`src/rtl/rx_fifo_pkg.sv`:
```
// ---------------------------------------------------------------------------
// rx_fifo_pkg
// Shared definitions for the UART receive FIFO.
//   RX_WORD_SIZE_DEF : default data word width
//   RX_DEPTH_DEF     : default FIFO depth (power of two)
//   rx_status_t      : status bits as seen by the host register block
// ---------------------------------------------------------------------------
package rx_fifo_pkg;

  localparam int RX_WORD_SIZE_DEF = 8;
  localparam int RX_DEPTH_DEF     = 4;

  typedef struct packed {
    logic flag;
    logic full;
    logic almost_full;
    logic overrun;
  } rx_status_t;

endpackage

```
`src/rtl/rx_fifo_mem.sv`:
```
// ---------------------------------------------------------------------------
// rx_fifo_mem
// DEPTH x WIDTH storage array for the receive FIFO.
// The write port is synchronous. The read port is asynchronous, so the head
// word falls straight through to the output. An active-low synchronous reset
// clears every entry, which makes the read data 0 after reset.
// Ports:
//   Clock   : rising-edge clock
//   ResetN  : synchronous active-low clear of all entries
//   wr_en   : write strobe
//   wr_addr : write index
//   wr_data : word to store (may include the frame-error tag bit)
//   rd_addr : read index
//   rd_data : entry at rd_addr (combinational)
// ---------------------------------------------------------------------------
module rx_fifo_mem #(
  parameter int WIDTH = 8,
  parameter int DEPTH = 4,
  localparam int AW   = $clog2(DEPTH)
) (
  input  logic             Clock,
  input  logic             ResetN,
  input  logic             wr_en,
  input  logic [AW-1:0]    wr_addr,
  input  logic [WIDTH-1:0] wr_data,
  input  logic [AW-1:0]    rd_addr,
  output logic [WIDTH-1:0] rd_data
);

  logic [WIDTH-1:0] mem_reg [DEPTH];

  always_ff @(posedge Clock) begin
    if (!ResetN) begin
      for (int i = 0; i < DEPTH; i++) begin
        mem_reg[i] <= '0;
      end
    end else if (wr_en) begin
      mem_reg[wr_addr] <= wr_data;
    end
  end

  assign rd_data = mem_reg[rd_addr];

endmodule

```
`src/rtl/rx_fifo_interface.sv`:
```
// ---------------------------------------------------------------------------
// rx_fifo_interface
// First-word-fall-through receive FIFO between the UART receiver and the
// host read port. The receiver pushes one word per SetFlag strobe, the host
// pops one word per ClearFlag acknowledge. Occupancy is tracked in a
// separate counter; empty/full are derived from it only.
//
// Optional feature (macro RX_FIFO_FRAME_ERR_EN): a frame-error tag bit is
// stored alongside each word (FrameErrIn / FrameErrOut).
//
// Ports:
//   Clock        : rising-edge clock
//   ResetN       : synchronous active-low reset
//   DataIn       : word from receiver
//   SetFlag      : push strobe
//   ClearFlag    : pop acknowledge (ignored while empty)
//   ClearOverrun : clears the sticky Overrun flag (a new drop wins)
//   DataOut      : head-of-FIFO word, valid while Flag=1
//   Flag         : FIFO not empty
//   Full         : Count == DEPTH
//   AlmostFull   : Count >= ALMOST_FULL_LEVEL
//   Count        : occupancy 0..DEPTH
//   Overrun      : sticky, a push was dropped because the FIFO was full
//   FrameErrIn   : (optional) error tag sampled with each push
//   FrameErrOut  : (optional) error tag of the head entry
// ---------------------------------------------------------------------------
module rx_fifo_interface
  import rx_fifo_pkg::*;
#(
  parameter int WORD_SIZE         = RX_WORD_SIZE_DEF,
  parameter int DEPTH             = RX_DEPTH_DEF,
  parameter int ALMOST_FULL_LEVEL = DEPTH - 1
) (
  input  logic                     Clock,
  input  logic                     ResetN,
  input  logic [WORD_SIZE-1:0]     DataIn,
  input  logic                     SetFlag,
  input  logic                     ClearFlag,
  input  logic                     ClearOverrun,
  output logic [WORD_SIZE-1:0]     DataOut,
  output logic                     Flag,
  output logic                     Full,
  output logic                     AlmostFull,
  output logic [$clog2(DEPTH):0]   Count,
  output logic                     Overrun
`ifdef RX_FIFO_FRAME_ERR_EN
  ,
  input  logic                     FrameErrIn,
  output logic                     FrameErrOut
`endif
);

  localparam int PTR_W = $clog2(DEPTH);
  localparam int CNT_W = PTR_W + 1;
`ifdef RX_FIFO_FRAME_ERR_EN
  localparam int MEM_W = WORD_SIZE + 1;
`else
  localparam int MEM_W = WORD_SIZE;
`endif

  logic [PTR_W-1:0] wr_ptr_reg;
  logic [PTR_W-1:0] rd_ptr_reg;
  logic [CNT_W-1:0] count_reg;
  logic [CNT_W-1:0] count_next;
  rx_status_t       status_reg;
  rx_status_t       status_next;

  logic             pop_ok;
  logic             push_ok;
  logic             drop;
  logic [MEM_W-1:0] wr_data;
  logic [MEM_W-1:0] rd_data;

  // A pop frees a slot in the same cycle, so a push into a full FIFO is
  // still accepted when the host acknowledges at the same time. In the
  // empty case the pop is rejected, so the push simply makes Count 1.
  assign pop_ok  = ClearFlag && (count_reg != '0);
  assign push_ok = SetFlag && ((count_reg != CNT_W'(DEPTH)) || pop_ok);
  assign drop    = SetFlag && !push_ok;

  assign count_next = count_reg + CNT_W'(push_ok) - CNT_W'(pop_ok);

  // Status flags are registered from the next count so the outputs come
  // straight from flops.
  always_comb begin
    status_next             = '0;
    status_next.flag        = (count_next != '0);
    status_next.full        = (count_next == CNT_W'(DEPTH));
    status_next.almost_full = (count_next >= CNT_W'(ALMOST_FULL_LEVEL));
    status_next.overrun     = drop || (status_reg.overrun && !ClearOverrun);
  end

  always_ff @(posedge Clock) begin
    if (!ResetN) begin
      wr_ptr_reg <= '0;
      rd_ptr_reg <= '0;
      count_reg  <= '0;
      status_reg <= '0;
    end else begin
      if (push_ok) wr_ptr_reg <= wr_ptr_reg + 1'b1;
      if (pop_ok)  rd_ptr_reg <= rd_ptr_reg + 1'b1;
      count_reg  <= count_next;
      status_reg <= status_next;
    end
  end

`ifdef RX_FIFO_FRAME_ERR_EN
  assign wr_data     = {FrameErrIn, DataIn};
  assign FrameErrOut = rd_data[WORD_SIZE];
`else
  assign wr_data = DataIn;
`endif

  rx_fifo_mem #(
    .WIDTH (MEM_W),
    .DEPTH (DEPTH)
  ) u_mem (
    .Clock   (Clock),
    .ResetN  (ResetN),
    .wr_en   (push_ok),
    .wr_addr (wr_ptr_reg),
    .wr_data (wr_data),
    .rd_addr (rd_ptr_reg),
    .rd_data (rd_data)
  );

  assign DataOut    = rd_data[WORD_SIZE-1:0];
  assign Flag       = status_reg.flag;
  assign Full       = status_reg.full;
  assign AlmostFull = status_reg.almost_full;
  assign Overrun    = status_reg.overrun;
  assign Count      = count_reg;

endmodule

```
`config.mk`:
```
export PLATFORM = sky130hd
export DESIGN_NAME = rx_fifo_interface
export DESIGN_NICKNAME = d
export VERILOG_FILES = /design/src/rtl/rx_fifo_pkg.sv /design/src/rtl/rx_fifo_mem.sv /design/src/rtl/rx_fifo_interface.sv
export SDC_FILE = /design/constraint.sdc
export NUM_CORES = 1
export LEC_CHECK = 0
export ABC_AREA = 1
export BUFFER_PORTS_ARGS = -buffer_cell sky130_fd_sc_hd__buf_2
export CAP_MARGIN = 0
export CORE_ASPECT_RATIO = 2
export CORE_UTILIZATION = 25
export CTS_CLUSTER_DIAMETER = 60
export DETAILED_ROUTE_END_ITERATION = 10
export MAX_ROUTING_LAYER = met4
export PLACE_DENSITY = 0.41
export SYNTH_ARGS = -nofsm -noshare
export SYNTH_HDL_FRONTEND = slang
export SYNTH_HIERARCHICAL = 1
export SYNTH_SLANG_ARGS = --single-unit
export TNS_END_PERCENT = 1
```
`constraint.sdc`:
```
create_clock -name Clock -period 2.6 [get_ports Clock]
set_input_delay 0.65 -clock Clock [delete_from_list [all_inputs] [get_ports Clock]]
set_output_delay 0.65 -clock Clock [all_outputs]
set_load 0.05 [all_outputs]
```
# Yosys cells after proc, flatten, opt, wreduce, memory -nomap -nowiden
# Memory sizes are Yosys's and may differ from the RTL's. A register that Yosys moved wholly into a read port is not among the register bits.
# Index checks and enable logic that the tools add are counted.
dict set report word_totals {
  regBits 11
  ram_bits 32
  input_bits 13
  output_inout_bits 15
  word_cells 35
  n_memories 1
}
dict set report op_classes {
  add_sub_neg 4
  n_lt_le_gt_ge 1
  n_eq_ne 2
  n_mux 9
  n_reduce_logical 11
}
# name words width read_ports rd_clocked_by_memory_dff wr line_no
set mem_list {}
lappend mem_list {u_mem.mem_reg 4 8 1 1 4 rx_fifo_mem.sv:30} ;# logic [WIDTH-1:0] mem_reg [DEPTH];
# cell n
set op_table {}
lappend op_table {{$mux W8} 1}
lappend op_table {{$reduce_or A8 Y1} 1}
lappend op_table {{$mux W2} 3}
lappend op_table {{$reduce_bool A3 Y1} 2}
lappend op_table {{$mux W1} 5}
lappend op_table {{$add A2 B1 Y2 const B} 2}
lappend op_table {{$logic_and A1 B1 Y1} 4}
lappend op_table {{$add A3 B1 Y3} 1}
lappend op_table {{$eq A3 B3 Y1 const B} 1}
lappend op_table {{$ge A3 B2 Y1 const B} 1}
lappend op_table {{$ne A3 B3 Y1 const B} 1}
lappend op_table {{$sub A3 B1 Y3} 1}
lappend op_table {{$logic_not A1 Y1} 2}
lappend op_table {{$logic_or A1 B1 Y1} 2}

# Logic depth before layout (Yosys ltp)
# Gate-level depths: netlist of run 1.
dict set report depth {
  depth_word 9
  depth_mapped 14
  mapped_depth_nobuf 14
}

# By module
# Netlist of run 1, hierarchy kept.
# mod instances cells_each area_per_inst_um2 seq_area_each_um2
set by_module_without_submodules {}
lappend by_module_without_submodules {rx_fifo_mem 1 178 1616.6 960.9}
lappend by_module_without_submodules {rx_fifo_interface 1 71 528.0 220.2}

# Least setup slack after synthesis of run 1
# Ideal clock, no wire load.
dict set report synth_path {
  kind {register -> register}
  start {reg count_reg[1], in the netlist Count[1]}
  end {reg status_reg (netlist bit AlmostFull)}
  setup_time_ns 0.116
  arrival_time_ns 2.315
  required_time_ns 2.484
  setup_slack_ns 0.168
  stages_incl_launch_ff 15
  path_buffers 0
  period_less_slack_ns 2.432
  cell_sequence {dfxtp_1 > nor2_2 > nand2_1 > nand2_1 > inv_1 > ha_1 > inv_1 > ha_1 > inv_1 > fa_1 > or2_1 > nand2_1 > nand2_1 > nand3_2 > nand2_1}
}
dict set report synth_between {
  elab_chain_len 7
  word_cells_on_any_way 8
  cone_classes {2 x add/sub; 1 x order compare; 1 x eq/ne; 4 x reduce/logical}
}
# element line_no
set synth_rtl {}
lappend synth_rtl {{start, declared} rx_fifo_interface.sv:63} ;# logic [CNT_W-1:0] count_reg;
lappend synth_rtl {{start signal, assigned} rx_fifo_interface.sv:102} ;# count_reg <= count_next;
lappend synth_rtl {{$reduce_bool A3 Y1 (*)} rx_fifo_interface.sv:77} ;# assign pop_ok = ClearFlag && (count_reg != '0);
lappend synth_rtl {{$logic_and A1 B1 Y1 (*)} rx_fifo_interface.sv:77}
lappend synth_rtl {{net pop_ok} rx_fifo_interface.sv:68} ;# logic pop_ok;
lappend synth_rtl {{$logic_or A1 B1 Y1} rx_fifo_interface.sv:78} ;# assign push_ok = SetFlag && ((count_reg != CNT_W'(DEPTH)) || pop_ok);
lappend synth_rtl {{$logic_and A1 B1 Y1} rx_fifo_interface.sv:78}
lappend synth_rtl {{$add A3 B1 Y3} rx_fifo_interface.sv:81} ;# assign count_next = count_reg + CNT_W'(push_ok) - CNT_W'(pop_ok);
lappend synth_rtl {{$sub A3 B1 Y3 (*)} rx_fifo_interface.sv:81}
lappend synth_rtl {{$ge A3 B2 Y1 (*)} rx_fifo_interface.sv:89} ;# status_next.almost_full = (count_next >= CNT_W'(ALMOST_FULL_LEVEL));
lappend synth_rtl {{end signal, assigned} rx_fifo_interface.sv:103} ;# status_reg <= status_next;
lappend synth_rtl {{end, declared} rx_fifo_interface.sv:65} ;# rx_status_t status_reg;
# Mark *: on every way through the listed nets, which the timed path passes. The rest lies on a longest branch.
# A chain may end at the register's enable or synchronous reset.

# Worst setup path in the final report of run 1
# Same ends and word-level chain as after synthesis.

==> qor.yml, run 1 <==
async_reset_ff_share_pct: 0
grt_pass1_vias: 1603
io_buffer_count: 27
num_vias: 1606
largest_reg_flops: 32
leakagePower_uw: 0.00124
io_pins: 28
cts.htree.levels: 2
drc: 0
ys.flop_type: "edfxtp_1"
grt_usage_pct: 13.6
period_minus_slack_ps: 2220
hold_viol_final: 0
timing.final.crit_share_pct: 85.4
synth_area_leader_cell: "edfxtp_1"
yosysWarningCount: 6
cp_max_fo: 4
cts_tree: "built"
antenna_found_initial: 0
setup_viol_count_final: 0
syn_inst: 249
yosysSeqAreaShare_pct: 55.1
die_y_um: 133
gp_congestion: 0.699
die-area_um2: 8970
ys_types: 24
avgSynthCellArea_um2: 8.61
wirelength_mm: 5.01
start_util_pct: 25.9
antenna_cells: 0
maxCapViolations: 0
dp_hpwl_mm: 3.74
clkLatencyLatePin_ps: 290
fmax_mhz: 450
clock_sinks: 43
grt_pass1_wl_mm: 8.13
worst_slew_pin_slew_ps: 436
grt_overflow_total: 0
worst_setup_hold_path_clk_slew_ps: 60
setup_ws_ps: 380
rsz0062_at_grt: "no"
placed_area_um2: 2410
synth_top_area_share_pct: 44.8
cts_made_buffers: 5
ant_nets: 0
vias_per_cell: 4.19
grt_max_degree: 20
synth_seq_cells: 43
final-max-slew-violation-count: 0
tns_ps: 0
cp.arrival_ps: 2400
stdcell_count: 383
placeableCoreArea_um2: 8290
drt-initial-drc-count: 29
criticalPathCategory: "reg2reg"
clockBufferDepth: 2
area_delta_synth_final_pct: 19.0
drive_gt1_share_pct: 20.4
pre_cts_ws_ps: 76.4
crit_required_ps: 2780
die_w_um: 67.5
firstDrtPassIters: 4
finalPower_uw: 2470
p_per_area_nw_per_um2: 967
dp_cells: 375
postCtsHoldBufs: 0
synth_nets: 265
synth_most_common_cell: "nand2_1"
ir_drop_uv: 541
ctsResizeCount: 0
end_kind: "flop"
synth_area_um2: 2140
nets: 300
relSlewSlack_pct: 70.9
skew_ps: 3.70
status: "finished clean"
synthTopCellsByCount: "nand2_1 (63), inv_1 (56), edfxtp_1 (32)"
rows: 47
synth_edf_count: 32
hold_class: "reg2reg"
routedWlPerCell_um: 13.1
clockRootBuffer: "clkbuf_16"
yosys-top-cells-area: "edfxtp_1 (45%), nand2_1 (11%), dfxtp_1 (10%)"
worstSetupStartpointType: "flop"
postCtsSetupBuffers: 0
fin_area_um2: 2550
## power by group
| group | internal [uW] | switching, uW | leakage [uW] |
|---|---|---|---|
| Sequential | 836 | 46.6 | 0.000423 |
| Clock | 349 | 253 | 0.0000649 |
| Combinational | 244 | 738 | 0.000752 |
| Total | 1430 | 1040 | 0.00124 |
## final timing paths
kind	end	startpoint	slack, ps	cells after the start
max reg2reg	AlmostFull$_SDFF_PN0_	Count[1]$_SDFF_PN0_	380	14
min reg2reg	Overrun$_SDFF_PN0_	Overrun$_SDFF_PN0_	470	2
max	AlmostFull$_SDFF_PN0_	Count[1]$_SDFF_PN0_	380	14
min	Overrun$_SDFF_PN0_	Overrun$_SDFF_PN0_	470	2
## logic make-up (layout without fill, tap and decap cells)
group	count (synthesis)	in the layout	synth area share, %
compound gates	5	5	1.34
simple gates	135	135	29.6
flops	43	43	55.1
fa+ha+maj	3	3	2.10
buf+inv	63	99	11.8
## critical path, stage by stage (launching register included)
cell and delay [ps]:
dfxtp_1 330, nor2_2 180, nand2_1 90, nand2_1 90, inv_1 70, ha_1 270, inv_1 60, ha_1 130
inv_1 40, fa_1 360, or2_1 230, nand2_1 60, nand2_1 50, nand3_2 90, nand2_1 50
## metrics by stage
stage,util (%),hold WS (ps)
floorplan,-,462
detailed placement,29.1,465
global placement,29.1,456
CTS,30.8,473
global route,30.8,503
finish,30.8,465
## area by class of cell
cell class | count | area [um^2]
Multi-Input combinational cell | 143 | 709
Clock buffer | 5 | 125
Inverter | 58 | 218
Sequential cell | 43 | 1180
Fill cell | 911 | 5740
Clock inverter | 3 | 15.0
Timing Repair Buffer | 33 | 180
Tap cell | 98 | 123
## metal layers
| metal | vias up | GRT usage (%) | wire length (um) |
|---|---|---|---|
| li1 | 829 | - | - |
| met1 | 741 | 12.8 | 1700 |
| met2 | 28 | 24.5 | 3030 |
| met3 | 8 | 2.59 | 149 |
| met4 | 0 | 6.74 | 123 |
| met5 | - | - | 0 |
## cell usage in the layout, fill, tap and decap left out
master       n
clkbuf_16    5
fa_1         1
nor3_2       1
clkinv_1     2
dfxtp_1     11
ha_1         2
buf_4        6
a21oi_1      2
nor3_1       6
nor3_4       1
inv_1       56
nand2_2      3
clkinvlp_4   1
or2_1        1
nor2_8       1
o21ai_0      2
nand2_4      4
nor2_2       5
nor2_1      27
inv_2        2
nand3_1     22
a21oi_2      1
buf_2       27
nand3_2      1
nand2_1     63
edfxtp_1    32
No activity file was read; power rests on OpenSTA's default activity.
==> run 2: changes to the inputs <==
- CORE_MARGIN: unset -> 2
==> run 2 against run 1 <==
Count of clock-buffer cells in the layout is 2 higher. Non-clock buffer count stayed put. Hold slack better by 6.2 ps. Sequential share of layout area is 0.14 points lower. Sequential cell count stayed put. Utilization is 0.091 points higher. Fmax is 0.25% higher. Register-to-register slack hardly changed.
==> qor.yml, run 2 (synthesis results as in run 1) <==
skew_ps: 5.82  # +2.12 ps
routedWlPerCell_um: 13.5  # +3.1%
drive_gt1_share_pct: 20.7  # +0.35 points
clock_sinks: 43  # unchanged
clkLatencyLatePin_ps: 280  # about the same
setup_viol_count_final: 0  # unchanged
min_path_cells: 2  # unchanged
cp_max_fo: 4  # unchanged
holdPathEnd: "Overrun$_SDFF_PN0_"
wirelength_mm: 5.16  # +3.1%
antenna_found_initial: 0  # unchanged
use_met3_pct: 2.24  # -0.35 points
ir_drop_uv: 430  # -20%
firstDrtPassIters: 4  # unchanged
status: "finished clean"
grt_pass1_wl_mm: 8.34  # +2.6%
cp.arrival_ps: 2390  # about the same
dp_hpwl_mm: 3.91  # +4.6%
ant_nets: 0  # unchanged
p_per_area_nw_per_um2: 979  # +1.3%
crit_required_ps: 2770  # about the same
worst_setup_hold_path_clk_slew_ps: 60  # about the same
hold_viol_final: 0  # unchanged
seqCellArea_um2: 1180  # unchanged
die_w_um: 69.5  # +3.0%
met2_usage_pct: 25.3  # +0.73 points
start_util_pct: 25.9  # unchanged
leakagePower_uw: 0.00125  # +0.79%
reg2reg_slack_ps: 390  # about the same
rows: 47  # unchanged
r2r_start: "Count[1]$_SDFF_PN0_"
num_vias: 1565  # -2.6%
timing.final.crit_share_pct: 85.2  # -0.21 points
grt_usage_pct: 12.4  # -1.1 points
die_y_um: 135  # +1.5%
postCtsHoldBufs: 0  # unchanged
min_from: "Overrun$_SDFF_PN0_"
cts_made_buffers: 5  # unchanged
cpMostUsedCell: "nand2_1"
multi_input_area_um2: 709  # unchanged
grt_pass1_vias: 1589  # -0.87%
hold_class: "reg2reg"
placeableCoreArea_um2: 8290  # unchanged
fmax_mhz: 452  # +0.25%
gp_congestion: 0.774  # +11%
clockRootBuffer: "clkbuf_16"
io_pins: 28  # unchanged
period_minus_slack_ps: 2210  # -5.58 ps
final_cell_mix: "nand2_1 (63), inv_1 (56), edfxtp_1 (32)"
nFillCells: 892  # -2.1%
maxCapViolations: 0  # unchanged
utilization_pct: 30.9  # +0.091 points
worstSetupStartpointType: "flop"
largest_reg_flops: 32  # unchanged
tns_ps: 0  # unchanged
drc: 0  # unchanged
cp_cell_sequence: "nor2_2 > nand2_1 > nand2_1 > inv_1 > ha_1 > inv_1 > ha_1 > inv_1 > fa_1 > or2_1 > nand2_1 > nand2_1 > nand3_2 > nand2_1"
antenna_cells: 0  # unchanged
busiest_layer: "met2"
relSlewSlack_pct: 67.9  # -3.0 points
rr_endpoint: "Flag$_SDFF_PN0_"
criticalPathCategory: "reg2reg"
postCtsSetupBuffers: 0  # unchanged
die-area_um2: 9380  # +4.5%
io_buffer_count: 27  # unchanged
worst_slew_pin_slew_ps: 480  # +44.3 ps
drt-initial-drc-count: 56  # +93%
final-max-slew-violation-count: 0  # unchanged
cts.htree.levels: 2  # unchanged
nets: 300  # unchanged
area_delta_synth_final_pct: 19.3
ctsResizeCount: 0  # unchanged
clockBufferDepth: 2  # unchanged
end_kind: "flop"
rr_worst_depth: 14  # unchanged
vias_per_cell: 4.09  # -2.6%
use_met1_pct: 11.1  # -1.7 points
cts_tree: "built"
rsz0062_at_grt: "no"
final_common_cell: "nand2_1"
grt_overflow_total: 0  # unchanged
grt_max_degree: 19  # -5.0%
max_stage_delay_ps: 360  # about the same
crit_path_top_delay_cell: "fa_1"
## run 2: cell count changes in the layout (fill, tap and decap cells not counted)
| cell | before | now |
|---|---|---|
| clkbuf_1 | 0 | 1 |
| clkbuf_8 | 0 | 1 |
| clkinv_1 | 2 | 0 |
| clkinv_2 | 0 | 1 |
| clkinvlp_4 | 1 | 0 |
## run 2: how the worst max path moves through the flow
stage	depth (start not counted)	slack, ps	startpoint	endpoint
after floorplan	14	170	Count[1]$_SDFF_PN0_	AlmostFull$_SDFF_PN0_
after global placement	14	100	ClearFlag	Flag$_SDFF_PN0_
after detailed placement	14	90	ClearFlag	AlmostFull$_SDFF_PN0_
after CTS	14	360	Count[1]$_SDFF_PN0_	Flag$_SDFF_PN0_
after global routing	14	160	Count[1]$_SDFF_PN0_	AlmostFull$_SDFF_PN0_
final	14	390	Count[1]$_SDFF_PN0_	Flag$_SDFF_PN0_
## run 2: cell type report
type	instances	share of cell area, %
Clock buffer	7	5.57
Clock inverter	1	0.196
Inverter	58	8.51
Multi-Input combinational cell	143	27.7
Sequential cell	43	46.2
Tap cell	98	4.79
Timing Repair Buffer	33	7.04
## run 2: per-layer routing
metal  wire length (um)  up-vias
met5                  0        -
met2               3130       21
li1                   -      826
met4                 89        0
met3                104        5
met1               1830      713
## run 2: per-stage QoR
stage          hold WS (ps)  power (uW)  cells  setup WS, ps  instance area (um^2)
6_report                471        2500    383           385                  2560
5_1_grt                 518        2670    383           162                  2560
4_1_cts                 473        2560    383           355                  2560
3_5_place_dp            459        1920    375          86.8                  2410
3_3_place_gp            457        1920    375          97.7                  2410
2_1_floorplan           462        1660    249           168                  2140
## run 2: worst max-delay path, delay by kind of cell, from the launching register on
kind          cells  cell delay [ps]
simple gates      8              840
fa+ha+maj         3              760
flops             1              330
buf+inv           3              180
## run 2: power by group
group / leakage [uW] / switching [uW] / total (uW) / internal, uW
sequential: 0.000423 / 44.6 / 880 / 836
clock: 0.0000739 / 246 / 626 / 381
combinational: 0.000753 / 750 / 998 / 248
==> run 3: changes to the inputs <==
- SYNTH_HIERARCHICAL: 1 -> unset
==> run 3 against run 2 <==
Utilization rose by 0.81 points. Synthesized cell count decreased by 16%. Total power grew 1.5%. Clock skew shrank 2.4 ps. Critical endpoint is now DataOut[7]. Cell count down 11%. Routed wire length shrank 2.0%. Hold slack worse by 8.3 ps. Register-to-register slack improved by 100 ps. Cell area decreased by 5.9%. Largest cell class unchanged. Critical path depth decreased by 10. Die area is 7.6% lower. First-iteration DRC count decreased by 45%.
==> qor.yml, run 3 <==
status: "finished clean"
grt_max_degree: 17  # -2
placeableCoreArea_um2: 7600  # -8.3%
cp.arrival_ps: 1690  # -700 ps
final-max-slew-violation-count: 0  # unchanged
io_pins: 28  # unchanged
grt_overflow_total: 0  # unchanged
ir_drop_uv: 666  # +55%
drt-initial-drc-count: 31  # -45%
criticalPathCategory: "reg2out"
met3_length_um: 182  # +75%
antenna_cells: 0  # unchanged
fmax_mhz: 427  # -5.5%
crit_required_ps: 1950  # -820 ps
crit_path_top_delay_cell: "inv_1"
gp_congestion: 0.674  # -13%
cp_max_fo: 16  # +12
tns_ps: 0  # unchanged
period_minus_slack_ps: 2340  # +129 ps
top_layer: "met4"
route.met2.wl_mm: 2.89  # -7.5%
final_common_cell: "nor2_1"
postCtsSetupBuffers: 0  # unchanged
synth_edf_count: 32  # unchanged
synth_nets: 225  # -15%
p_per_area_nw_per_um2: 1060  # +7.8%
setup_viol_count_final: 0  # unchanged
relSlewSlack_pct: 63.9  # -4.0 points
cts_made_buffers: 5  # unchanged
cts.htree.levels: 2  # unchanged
grt_usage_pct: 13.4  # +1.0 points
dp_hpwl_mm: 3.66  # -6.5%
worst_setup_hold_path_clk_slew_ps: 60  # about the same
rows: 45  # -4.3%
area_delta_synth_final_pct: 22.0
clockBufferDepth: 2  # unchanged
antenna_found_initial: 0  # unchanged
critical_path.top_delay_family: "buffers and inverters"
synth_seq_cells: 45  # +4.7%
grt_pass1_wl_mm: 7.96  # -4.6%
synth_area_leader_cell: "edfxtp_1"
hold_class: "reg2reg"
avgSynthCellArea_um2: 9.44  # +9.6%
dp_cells: 333  # -11%
worstSetupStartpointType: "flop"
synth_area_um2: 1970  # -8.0%
ys_types: 19  # -21%
start_util_pct: 26.0  # +0.095 points
worst_slew_pin_slew_ps: 541  # +61.1 ps
die_w_um: 66.8  # -3.8%
cts_tree: "built"
cp_cell_sequence: "inv_1 > o21ai_0 > o22ai_1 > buf_2"
drive_gt1_share_pct: 19.0  # -1.7 points
routedWlPerCell_um: 14.8  # +10%
largest_reg_flops: 32  # unchanged
synth_top_area_share_pct: 48.7  # +3.9 points
rsz0062_at_grt: "no"
ctsResizeCount: 0  # unchanged
yosys-top-cells-area: "edfxtp_1 (49%), dfxtp_1 (13%), nor2_1 (9.3%)"
nFillCells: 827  # -7.3%
final_cell_mix: "nor2_1 (49), inv_1 (36), edfxtp_1 (32)"
clockRootBuffer: "clkbuf_16"
nets: 262  # -13%
crit_buf_inv: 2  # -1
wl_met1_mm: 1.84  # about the same
leakagePower_uw: 0.00104  # -17%
synthTopCellsByCount: "nor2_1 (49), inv_1 (36), edfxtp_1 (32)"
vias_per_cell: 4.42  # +8.2%
ys.flop_type: "edfxtp_1"
io_buffer_count: 27  # unchanged
firstDrtPassIters: 4  # unchanged
postCtsHoldBufs: 0  # unchanged
max_stage_delay_ps: 400  # +40 ps
wirelength_mm: 5.05  # -2.0%
die_y_um: 130  # -4.0%
ant_nets: 0  # unchanged
hold_viol_final: 0  # unchanged
clock_sinks: 45  # +4.7%
skew_ps: 3.40  # -2.42 ps
async_reset_ff_share_pct: 0  # unchanged
grt_pass1_vias: 1574  # -0.94%
synth_most_common_cell: "nor2_1"
clkLatencyLatePin_ps: 290  # about the same
num_vias: 1507  # -3.7%
timing.final.crit_share_pct: 90.1  # +4.9 points
multi_input_area_um2: 594  # -16%
end_kind: "output port"
die-area_um2: 8660  # -7.6%
syn_inst: 209  # -16%
yosysSeqAreaShare_pct: 61.9  # +6.8 points
seqCellArea_um2: 1220  # +3.4%
stdcell_count: 341  # -11%
maxCapViolations: 0  # unchanged
drc: 0  # unchanged
yosysWarningCount: 0  # -6
run 3: cell types whose count changed after synthesis, moves of 2 or more:
cell / before / now
nor2_1: 27 / 49
nand2_1: 63 / 20
inv_1: 56 / 36
nand3_1: 22 / 6
nand2_2: 3 / 1
o22ai_1: 0 / 8
inv_2: 2 / 0
nor3_1: 6 / 8
buf_4: 2 / 0
dfxtp_1: 11 / 13
nor2_2: 5 / 3
nand2_4: 4 / 0
o21ai_0: 2 / 21
run 3: worst paths after layout:
kind,slack (ps),startpoint,end,cells after the start
max,260,flop,DataOut[7],4
min,460,Overrun$_SDFF_PN0_,Overrun$_SDFF_PN0_,2
min reg2reg,460,Overrun$_SDFF_PN0_,Overrun$_SDFF_PN0_,2
max reg2reg,490,Count[1]$_SDFF_PN0_,Flag$_SDFF_PN0_,11
run 3: stage by stage:
step / hold WS [ps] / cell area, um^2 / power, uW / worst slack [ps] / utilization [%]
3_5_place_dp: 464 / 2260 / 1930 / 118 / 29.7
3_3_place_gp: 458 / 2260 / 1930 / 143 / 29.7
4_1_cts: 473 / 2410 / 2570 / 246 / 31.7
2_1_floorplan: 459 / 1970 / 1660 / 281 / -
6_report: 463 / 2410 / 2540 / 257 / 31.7
5_1_grt: 484 / 2410 / 2690 / 143 / 31.7
run 3: kinds of logic (layout without fill, tap and decap cells):
kind of cell    Yosys count  count (layout)  synth area share [%]
buf+inv                  41              79                  7.99
flops                    45              45                  61.9
simple gates             89              89                  19.5
fa+ha+maj                 3               3                  2.28
compound gates           31              31                  8.37
run 3: area by class of cell:
| cell class | count | area share [%] |
|---|---|---|
| Tap cell | 94 | 4.89 |
| Multi-Input combinational cell | 123 | 24.7 |
| Sequential cell | 45 | 50.7 |
| Clock inverter | 2 | 0.364 |
| Clock buffer | 6 | 5.77 |
| Timing Repair Buffer | 34 | 7.80 |
| Inverter | 37 | 5.77 |
run 3: report_power, final:
part / switching, uW / internal, uW
clock network: 268 / 378
registers: 57.7 / 881
logic: 720 / 237
total: 1050 / 1500
run 3: metal layers:
metal	vias up	track usage, %
li1	752	-
met1	716	12.7
met2	32	25.0
met3	7	2.43
met4	0	6.72
met5	-	-
run 3: worst reg2reg max path, delay by kind of cell, from the launching register on:
kind,cells,cell delay (ps)
AO/OA/AOI/OAI,1,100
flip-flops,1,430
AND/OR/NAND/NOR,5,510
adder cells (fa/ha/maj),3,860
buffers and inverters,2,100
